$ cat src/rtl/ddr_pkg.sv
// Shared definitions for the DDR gearbox family (serializer now, deserializer later).
package ddr_pkg;

  localparam bit ORDER_MSB = 1'b1;
  localparam bit ORDER_LSB = 1'b0;

  // Constant-foldable ceil(log2(v)); returns at least 1 so counters never collapse to zero width.
  function automatic int clog2(input int v);
    int r;
    r = 1;
    for (int i = 1; i < 31; i++) begin
      if ((1 << i) < v) r = i + 1;
    end
    return r;
  endfunction

endpackage

$ cat src/rtl/ddr_tx_hold.sv
// Single-entry input buffer for the DDR serializer: holds one accepted word until the shifter takes it.
module ddr_tx_hold
  import ddr_pkg::*;
#(
  parameter int WIDTH = 8
) (
  input  logic             clk,
  input  logic             rst,
  input  logic             ce,
  input  logic [WIDTH-1:0] din,
  input  logic             dvalid,
  input  logic             load,
  output logic             dready,
  output logic             accept,
  output logic             hold_full,
  output logic [WIDTH-1:0] hold_data
);

  // Ready is purely a function of occupancy, enable and reset so upstream can rely on it combinationally.
  assign dready = ce & ~rst & ~hold_full;
  assign accept = dvalid & dready;

  always_ff @(posedge clk) begin
    if (rst) begin
      hold_full <= 1'b0;
    end else if (ce) begin
      if (load) begin
        hold_full <= 1'b0;
      end else if (accept) begin
        hold_full <= 1'b1;
      end
    end
  end

  always_ff @(posedge clk) begin
    if (ce && accept) begin
      hold_data <= din;
    end
  end

endmodule

$ cat src/rtl/ddr_tx_serializer.sv
// Parallel-to-DDR gearbox: buffers one word and emits two bits per clock for an OPPOSITE_EDGE ODDR.
module ddr_tx_serializer
  import ddr_pkg::*;
#(
  parameter int   WIDTH     = 8,
  parameter bit   MSB_FIRST = ORDER_MSB,
  parameter logic IDLE      = 1'b0
) (
  input  logic             C,
  input  logic             R,
  input  logic             CE,
  input  logic [WIDTH-1:0] DIN,
  input  logic             DVALID,
  output logic             DREADY,
  output logic             D1,
  output logic             D2,
  output logic             DOUT_VALID,
  output logic             BUSY
);

  localparam int PAIRS = WIDTH / 2;
  localparam int CNT_W = clog2(PAIRS + 1);

  logic             hold_full;
  logic [WIDTH-1:0] hold_data;
  logic             accept;
  logic             load;

  logic [WIDTH-1:0] sr_p0;
  logic [CNT_W-1:0] cnt_p0;
  logic             pair_first;
  logic             pair_second;
  logic [WIDTH-1:0] sr_shifted;

  logic             d1_p1;
  logic             d2_p1;
  logic             vld_p1;

  // Reload while the last pair is leaving so consecutive words run gap-free.
  assign load = hold_full & (cnt_p0 <= CNT_W'(1));

  ddr_tx_hold #(
    .WIDTH(WIDTH)
  ) u_hold (
    .clk      (C),
    .rst      (R),
    .ce       (CE),
    .din      (DIN),
    .dvalid   (DVALID),
    .load     (load),
    .dready   (DREADY),
    .accept   (accept),
    .hold_full(hold_full),
    .hold_data(hold_data)
  );

  always_comb begin
    pair_first  = 1'b0;
    pair_second = 1'b0;
    sr_shifted  = '0;
    if (MSB_FIRST == ORDER_MSB) begin
      pair_first  = sr_p0[WIDTH-1];
      pair_second = sr_p0[WIDTH-2];
      sr_shifted  = sr_p0 << 2;
    end else begin
      pair_first  = sr_p0[0];
      pair_second = sr_p0[1];
      sr_shifted  = sr_p0 >> 2;
    end
  end

  // Stage p0: shifter and remaining-pair counter
  always_ff @(posedge C) begin
    if (R) begin
      sr_p0  <= '0;
      cnt_p0 <= '0;
    end else if (CE) begin
      if (load) begin
        sr_p0  <= hold_data;
        cnt_p0 <= CNT_W'(PAIRS);
      end else if (cnt_p0 != '0) begin
        sr_p0  <= sr_shifted;
        cnt_p0 <= cnt_p0 - CNT_W'(1);
      end
    end
  end

  // Stage p1: registered pin drive towards the ODDR
  always_ff @(posedge C) begin
    if (R) begin
      d1_p1  <= IDLE;
      d2_p1  <= IDLE;
      vld_p1 <= 1'b0;
    end else if (CE) begin
      if (cnt_p0 != '0) begin
        d1_p1  <= pair_first;
        d2_p1  <= pair_second;
        vld_p1 <= 1'b1;
      end else begin
        d1_p1  <= IDLE;
        d2_p1  <= IDLE;
        vld_p1 <= 1'b0;
      end
    end
  end

  assign D1         = d1_p1;
  assign D2         = d2_p1;
  assign DOUT_VALID = vld_p1;
  assign BUSY       = hold_full | (cnt_p0 != '0);

endmodule

$ cat config.mk
export PLATFORM = sky130hd
export DESIGN_NAME = ddr_tx_serializer
export DESIGN_NICKNAME = d
export VERILOG_FILES = /design/src/rtl/ddr_pkg.sv /design/src/rtl/ddr_tx_hold.sv /design/src/rtl/ddr_tx_serializer.sv
export SDC_FILE = /design/constraint.sdc
export NUM_CORES = 1
export LEC_CHECK = 0
export ABC_AREA = 0
export CAP_MARGIN = 10
export CELL_PAD_IN_SITES_DETAIL_PLACEMENT = 1
export CELL_PAD_IN_SITES_GLOBAL_PLACEMENT = 1
export CORE_AREA = 5 5 51 64
export CTS_CLUSTER_DIAMETER = 80
export DETAILED_ROUTE_END_ITERATION = 7
export DIE_AREA = 0 0 56 69
export HOLD_SLACK_MARGIN = 0.03
export MAX_ROUTING_LAYER = met4
export PLACE_DENSITY = 0.81
export SYNTH_ARGS = -nofsm -noshare
export SYNTH_HDL_FRONTEND = slang
export SYNTH_SLANG_ARGS = --single-unit
$ cat constraint.sdc
create_clock -name C -period 3.3 [get_ports C]
set_input_delay 0.66 -clock C [delete_from_list [all_inputs] [get_ports C]]
set_output_delay 0.66 -clock C [all_outputs]
set_load 0.01 [all_outputs]
Yosys cells after proc, flatten, opt, wreduce, memory -nomap -nowiden
Cells that the tools add are included.
{"block": "word_totals", "out_inout_bits": 5, "register_bits": 23, "inputBits": 12, "elab_cells": 31}
{"block": "classes", "n_reduce_logical": 6, "bitwise": 7, "n_lt_le_gt_ge": 1, "addsub": 1, "mux": 9}
{"operator": "2-to-1 mux 8 bit", "count": 2}
{"operator": "2-to-1 mux 3 bit", "count": 2}
{"operator": "2-to-1 mux 1 bit", "count": 5}
{"operator": "AND 1 bit", "count": 4}
{"operator": "AND reduction 2 bit", "count": 2}
{"operator": "nonzero test 2 bit", "count": 2}
{"operator": "less-or-equal comparator 3 x 1 -> 1 bit, second input constant", "count": 1}
{"operator": "nonzero test 3 bit", "count": 1}
{"operator": "subtractor 3 x 1 -> 3 bit, second input constant", "count": 1}
{"operator": "NOT 1 bit", "count": 2}
{"operator": "logical AND 1 bit", "count": 1}
{"operator": "bitwise OR 1 bit", "count": 1}

Longest topological paths before layout
Gate-level depths: netlist of the first run.
{"block": "depth", "ltp_word": 6, "mapped_depth": 6, "depth_no_buf": 5}

Hierarchy
A second synthesis of the first run with hierarchy kept.
{"block": "unflattened", "hier_cells": 102, "hier_area_um2": 1089.8}
{"module": "ddr_tx_serializer", "instances": 1, "area_per_inst_um2": 785.8, "cells_per_inst": 88, "seq_area_each_um2": 280.3}
{"module": "ddr_tx_hold", "instances": 1, "area_per_inst_um2": 304.0, "cells_per_inst": 14, "seq_area_each_um2": 260.2}

Least setup slack after synthesis of the first run
Ideal clock, no wire load.
{"block": "synth_path", "path_kind": "input-to-reg", "startpoint": "input CE", "endpoint": "register u_hold.hold_data[0] (enable)", "t_arrival_ps": 1643, "setup_slack_ps": 1325, "stages": 3, "required_time_ps": 2968, "setup_time_ps": 332, "path_buffers": 1, "cell_sequence": "clkbuf_1 -> nor3b_1 -> and2_1"}
{"block": "synth_between", "elab_chain_cells": 4}
{"element": "from (decl)", "line": "ddr_tx_serializer.sv:11", "text": "input logic CE,"}
{"element": "AND 1 bit (2 in series)", "line": "ddr_tx_hold.sv:20", "text": "assign dready = ce & ~rst & ~hold_full;"}
{"element": "net DREADY", "line": "ddr_tx_serializer.sv:14", "text": "output logic DREADY,"}
{"element": "AND 1 bit", "line": "ddr_tx_hold.sv:21", "text": "assign accept = dvalid & dready;"}
{"element": "logical AND 1 bit", "line": "ddr_tx_hold.sv:36", "text": "if (ce && accept) begin"}
{"element": "to (signal assigned)", "line": "ddr_tx_hold.sv:37", "text": "hold_data <= din;"}
{"element": "to (decl)", "line": "ddr_tx_hold.sv:16", "text": "output logic [WIDTH-1:0] hold_data"}
The timed path passes the listed nets, and every way through them passes these cells.
A chain may end at the register's enable or synchronous reset.

Worst setup path after layout of the first run
{"block": "layout_path", "startpoint": "input CE", "endpoint": "output DREADY"}
{"block": "layout_between", "elab_chain_cells": 2}
{"element": "AND 1 bit (2 in series)", "line": "ddr_tx_hold.sv:20"}
{"element": "to (decl)", "line": "ddr_tx_serializer.sv:14"}
Every way passes these cells.

==> impl_metrics.tcl, run 1 <==
set metrics [dict create \
    finalHoldViolCount 0 \
    maxCapViolCount 0 \
    grt_pass1_wl_um 3760 \
    power_mw 0.954 \
    route.vias.total 859 \
    pin_count 17 \
    synth_area_mm2 0.00106 \
    holdBufCountCts 0 \
    comb_power_share_pct 45.4 \
    period_minus_slack_ns 2.62 \
    cp-end-kind "output port" \
    crit_slowest_cell "clkdlybuf4s50_1" \
    setup_violations 0 \
    rows 21 \
    vias_per_cell 5.80 \
    drt-total-wl_um 2290 \
    synth_ff_type "dfxtp_1" \
    tightest_slew_ns 0.876 \
    ys_types 31 \
    clkPwrFrac_pct 13.9 \
    path_buf_inv 2 \
    dp.final_hpwl_um 1690 \
    insertion_delay_ns 0.31 \
    grt_pass1_vias 844 \
    synth_top_area_cell "dfxtp_1" \
    max_freq_mhz 381 \
    worst_slack_ns 0.677 \
    hold_class "flip-flop to flip-flop" \
    synth_edf_count 8 \
    cts_tree "done" \
    cp.required_ns 2.64 \
    antenna_found_initial 0 \
    critPathLaunchType "input port" \
    final_layout_size_suffix_gt1_share_pct 7.89 \
    cts_max_path_buffers 2 \
    cts_root_buf "clkbuf_4" \
    outcome "finished, final reports clean" \
    seqCellArea_um2 541 \
    yosysSeqAreaShare_pct 50.8 \
    drc 0 \
    cts_buffers 3 \
    multi_input_area_um2 459 \
    yosys_warnings 0 \
    synth_top_area_share_pct 28.2 \
    syn_area_per_cell_um2 10.6 \
    portBuffers 16 \
    nFillCells 294 \
    final_cell_mix "clkdlybuf4s50_1 (16), dfxtp_1 (15), edfxtp_1 (8)" \
    wl_per_cell_um 15.5 \
    clk_pin_slew_ns 0.13 \
    p_int_mw 0.586 \
    core_mm2 0.00260 \
    netlist_top_cells_area "dfxtp_1 (28%), edfxtp_1 (23%), a221oi_1 (4.9%)" \
    drv_slew 0 \
    fin_crit_sh_pct 79.5 \
    antenna_cells 0 \
    fp.dieH_um 69 \
    final_common_cell "clkdlybuf4s50_1" \
    irDropWorstVdd_v 0.000377 \
    die_w_um 56 \
    syn_inst 100 \
    drt_iter0_markers 12 \
    initial_core_util_pct 40.9 \
    worstPathMaxFanout 2 \
    switchingPower_mw 0.368 \
    rsz0062_at_grt "false" \
    relSlewSlack_pct 41.4 \
    h-tree-depth 1 \
    switching_share_pct 38.6 \
    ys_async_sr_fraction_pct 0 \
    pwr-share-seq_pct 40.7 \
    power.density_mw_per_mm2 750 \
    grt_overflow_total 0 \
    postCtsSetupBuffers 0 \
    post-place-ws_ns 0.655 \
    die_area_mm2 0.00386 \
    slowest_delay_ns 0.59 \
    crit_top_cell "clkdlybuf4s50_1" \
    crit_chain "clkdlybuf4s50_1 -> nor3b_1 -> clkdlybuf4s50_1" \
    gp_congestion 0.739 \
    leakagePower_nw 0.432 \
    final_nets 130 \
    area_growth_pct 19.5 \
    grtUsageTotal_pct 12.1 \
    cts_resized 0 \
    grt_max_degree 21 \
    cp.arrival_ns 1.96 \
    drtAntennaViolNets 0 \
    worstSetupPathType "input port to output port" \
    clkSinkCount 23 \
    syn_nets 115 \
    tns_ns 0 \
    ys_ff_latch 23 \
    crit_family "buffers and inverters" \
    fin_util_pct 48.9 \
    finClkSkew_ns 0.00175 \
    drtPass1Iterations 4 \
]
-- flip-flops by register name (all words and copies together) (netlist names) --
| signal | flops |
|---|---|
| D1 | 1 |
| D2 | 1 |
| DOUT_VALID | 1 |
| cnt_p0 | 3 |
| sr_p0 | 8 |
| u_hold.hold_data | 8 |
| u_hold.hold_full | 1 |
-- power groups by stage --
stage	combinational [mW]	sequential, mW	clock [mW]
6_report	0.433	0.388	0.133
5_1_grt	0.485	0.396	0.148
4_1_cts	0.437	0.389	0.141
3_5_place_dp	0.438	0.395	0
3_3_place_gp	0.412	0.389	0
2_1_floorplan	0.322	0.386	0
-- worst reg2reg max path: cells and delay by family (launching register included) --
family,cells,cell delay (ns)
AO/OA/AOI/OAI,3,1.07
adder cells (fa/ha/maj),1,0.20
buffers and inverters,1,0.10
flip-flops,1,0.37
-- metal layers --
| layer | vias to the layer above | wire length (um) | GRT usage [%] |
|---|---|---|---|
| met4 | 0 | 23 | 3.43 |
| met3 | 4 | 113 | 3.92 |
| met5 | - | 0 | - |
| li1 | 413 | - | - |
| met1 | 416 | 936 | 13.1 |
| met2 | 26 | 1220 | 20.9 |
-- cells in the mapped netlist (all sizes together), types with 2 or more instances --
master,instances
a21oi,5
a221o,2
a221oi,6
a311oi,6
buf,4
clkbuf,5
dfxtp,15
edfxtp,8
ha,3
inv,5
nand2b,4
nand3,5
nor2,4
o21ai,6
o32ai,2
or3b,6
-- per-stage QoR --
step	cell area, um2	instances	hold slack (ns)
after floorplan	1060	100	0.459
after global placement	1240	144	0.457
after detailed placement	1240	144	0.473
after CTS	1270	148	0.494
after global routing	1270	148	0.514
final	1270	148	0.484
-- cell type report --
cell class / count / area share [%]
clock inverter: 1 / 0.394
sequential: 23 / 42.5
multi-input combinational: 63 / 36.1
timing repair buffer: 19 / 14.4
tap: 34 / 3.35
clock buffer: 3 / 1.77
inverter: 5 / 1.48
-- path summary, 6_finish.rpt --
kind | startpoint | to | slack, ns | cells after the start
min | D2$_SDFFE_PP0P_ | D2$_SDFFE_PP0P_ | 0.48 | 2
max | CE | DREADY | 0.68 | 3
max reg2reg | cnt_p0[1]$_SDFFE_PP0P_ | cnt_p0[1]$_SDFFE_PP0P_ | 1.47 | 5
min reg2reg | D2$_SDFFE_PP0P_ | D2$_SDFFE_PP0P_ | 0.48 | 2
-- cell families (layout without fill, tap and decap cells) --
kind of cell	Yosys count	count (layout)	share of synthesized area [%]
buffers and inverters	14	28	6.00
and+or+nand+nor	26	26	15.3
AOI/OAI and AO/OA	33	33	23.4
adders and majority gates	3	3	3.53
muxes	1	1	0.941
DFF	23	23	50.8
Note: power is estimated with default switching activity, not from simulation.
==> run 2: changes to the inputs <==
--- a/config.mk
+++ b/config.mk
@@ -9,13 +9,13 @@
 export CAP_MARGIN = 10
 export CELL_PAD_IN_SITES_DETAIL_PLACEMENT = 1
 export CELL_PAD_IN_SITES_GLOBAL_PLACEMENT = 1
-export CORE_AREA = 5 5 51 64
+export CORE_AREA = 5 5 55 69
 export CTS_CLUSTER_DIAMETER = 80
 export DETAILED_ROUTE_END_ITERATION = 7
-export DIE_AREA = 0 0 56 69
+export DIE_AREA = 0 0 60 74
 export HOLD_SLACK_MARGIN = 0.03
 export MAX_ROUTING_LAYER = met4
-export PLACE_DENSITY = 0.81
+export PLACE_DENSITY = 0.73
 export SYNTH_ARGS = -nofsm -noshare
 export SYNTH_HDL_FRONTEND = slang
 export SYNTH_SLANG_ARGS = --single-unit
==> constraint.sdc (replaced) <==
create_clock -name C -period 2.1 [get_ports C]
set_input_delay 0.42 -clock C [delete_from_list [all_inputs] [get_ports C]]
set_output_delay 0.42 -clock C [all_outputs]
set_load 0.01 [all_outputs]
==> impl_metrics.tcl, run 2 (synthesis gave the netlist of run 1 again) <==
set metrics [dict create \
    drv_slew 0 \
    crit_slowest_cell "dfxtp_1" \
    crit_family "buffers and inverters" \
    worstPathMaxFanout 4 \
    wl_per_cell_um 16.2 \
    use_met2_pct 23.0 \
    max_freq_mhz 503 \
    gp_congestion 0.739 \
    rows 23 \
    clkSinkCount 23 \
    cp_num_cells 5 \
    portBuffers 16 \
    grtUsageTotal_pct 13.5 \
    final_layout_size_suffix_gt1_share_pct 12.5 \
    grt_busiest_layer "met2" \
    final_nets 136 \
    gr-usage-met1_pct 15.2 \
    tns_ns 0 \
    grt_overflow_total 0 \
    final_cell_mix "dfxtp_1 (15), clkdlybuf4s50_1 (14), buf_4 (9), edfxtp_1 (8)" \
    holdCritStartpoint "D1$_SDFFE_PP0P_" \
    period_minus_slack_ns 1.99 \
    crit_chain "inv_1 -> ha_1 -> nand2b_1 -> or2_2 -> dlygate4sd2_1" \
    rrSetupSlack_ns 0.27 \
    final_common_cell "dfxtp_1" \
    antenna_cells 0 \
    cp-end-kind "output port" \
    insertion_delay_ns 0.27 \
    drt-total-wl_um 2540 \
    drtAntennaViolNets 0 \
    leakagePower_nw 0.477 \
    tightest_slew_ns 0.926 \
    r2r-start "cnt_p0[0]$_SDFFE_PP0P_" \
    nFillCells 355 \
    hold_class "flip-flop to flip-flop" \
    reg.largest.list "sr_p0: 8 flops, u_hold.hold_data: 8 flops, cnt_p0: 3 flops" \
    finalHoldViolCount 0 \
    clkPwrFrac_pct 17.6 \
    finClkSkew_ns 0.00535 \
    cts_max_path_buffers 2 \
    p_int_mw 0.978 \
    core_mm2 0.00311 \
    switching_share_pct 38.1 \
    relSlewSlack_pct 38.1 \
    ff2ff_path_depth 3 \
    holdPathEnd "D1$_SDFFE_PP0P_" \
    fin_crit_sh_pct 94.7 \
    route.vias.total 862 \
    cp.arrival_ns 1.57 \
    slowest_delay_ns 0.34 \
    cts_tree "done" \
    grt_pass1_vias 945 \
    clk_pin_slew_ns 0.08 \
    power_mw 1.58 \
    pin_count 17 \
    vias_per_cell 5.49 \
    die_area_mm2 0.00444 \
    fp.dieH_um 74 \
    grt_max_degree 20 \
    path_buf_inv 2 \
    drt_iter0_markers 43 \
    switchingPower_mw 0.601 \
    power.density_mw_per_mm2 1180 \
    worstSetupPathType "flip-flop to output port" \
    comb_power_share_pct 43.9 \
    drtPass1Iterations 4 \
    setup_violations 0 \
    cp.required_ns 1.68 \
    cts_root_buf "clkbuf_8" \
    drc 0 \
    h-tree-depth 1 \
    area_growth_pct 25.6 \
    initial_core_util_pct 34.2 \
    r2r_end "sr_p0[5]$_SDFFE_PP0P_" \
    grt_pass1_wl_um 4330 \
    critPathLaunchType "flip-flop" \
    outcome "finished, final reports clean" \
    antenna_found_initial 0 \
    die_w_um 60 \
    rsz0062_at_grt "false" \
    maxCapViolCount 0 \
    dp.final_hpwl_um 1760 \
    irDropWorstVdd_v 0.000498 \
    cts_buffers 3 \
    grtUsageMet3_pct 2.78 \
    pwr-share-seq_pct 38.5 \
    min_path_cells 2 \
]
run 2: changes by cell type in the layout (fill, tap and decap cells not counted):
cell	previous run	this run
buf_4	3	9
clkbuf_4	3	0
clkbuf_8	0	3
clkdlybuf4s50_1	16	14
dlygate4sd2_1	0	2
run 2: per-stage QoR:
stage	std cells	area [um2]	hold slack, ns	setup slack, ns	utilization, %
2_1_floorplan	100	1060	0.459	0.365	-
3_3_place_gp	153	1290	0.459	-0.100	41.6
3_5_place_dp	153	1290	0.469	-0.0727	41.6
4_1_cts	157	1340	0.481	0.0944	43.0
5_1_grt	157	1340	0.521	0.0182	43.0
6_report	157	1340	0.479	0.111	43.0
run 2: layout make-up:
type	count	area [um2]	share of cell area [%]
Sequential cell	23	541	40.4
Timing Repair Buffer	25	225	16.9
Clock inverter	1	5.00	0.375
Clock buffer	3	41.3	3.09
Multi-Input combinational cell	63	459	34.4
Inverter	5	18.8	1.40
Tap cell	37	46.3	3.46
run 2: repair_timing:
action / CTS / global route
setup endpoints to repair: 2 / 0
resized for setup: 2 / 0
buffers inserted: 0 / 0
hold buffers: 0 / 0
run 2: metal layers:
metal  up-vias  part of all wire (%)  routed length [um]
met5         -                     0                   0
met4         0                   1.9                  49
met3         5                   4.2                 107
met2        19                    49                1240
met1       415                    45                1140
li1        423                     -                   -
run 2: power by group through the flow:
stage	logic [mW]	clock network, mW	registers, mW
final	0.692	0.278	0.608
after global routing	0.770	0.307	0.622
after global placement	0.681	0	0.611
after detailed placement	0.705	0	0.619
after floorplan	0.506	0	0.607
after CTS	0.698	0.288	0.609
run 2: worst max-delay path by stage:
stage,start,endpoint
final,cnt_p0[0]$_SDFFE_PP0P_,BUSY
after global routing,cnt_p0[0]$_SDFFE_PP0P_,BUSY
after CTS,cnt_p0[0]$_SDFFE_PP0P_,BUSY
after detailed placement,CE,DREADY
after global placement,CE,DREADY
after floorplan,CE,u_hold.hold_data[0]$_DFFE_PP_
run 2: tightest hold or removal path: stages (launching register included):
cell and delay (ns):
dfxtp_1 0.32, nand2b_1 0.06, a21oi_1 0.06
==> run 3: changes to the inputs <==
--- a/config.mk
+++ b/config.mk
@@ -10,7 +10,6 @@
 export CELL_PAD_IN_SITES_DETAIL_PLACEMENT = 1
 export CELL_PAD_IN_SITES_GLOBAL_PLACEMENT = 1
 export CORE_AREA = 5 5 55 69
-export CTS_CLUSTER_DIAMETER = 80
 export DETAILED_ROUTE_END_ITERATION = 7
 export DIE_AREA = 0 0 60 74
 export HOLD_SLACK_MARGIN = 0.03
==> results of run 3 <==
The final DEF is identical to that of run 2; final timing and power are the same.
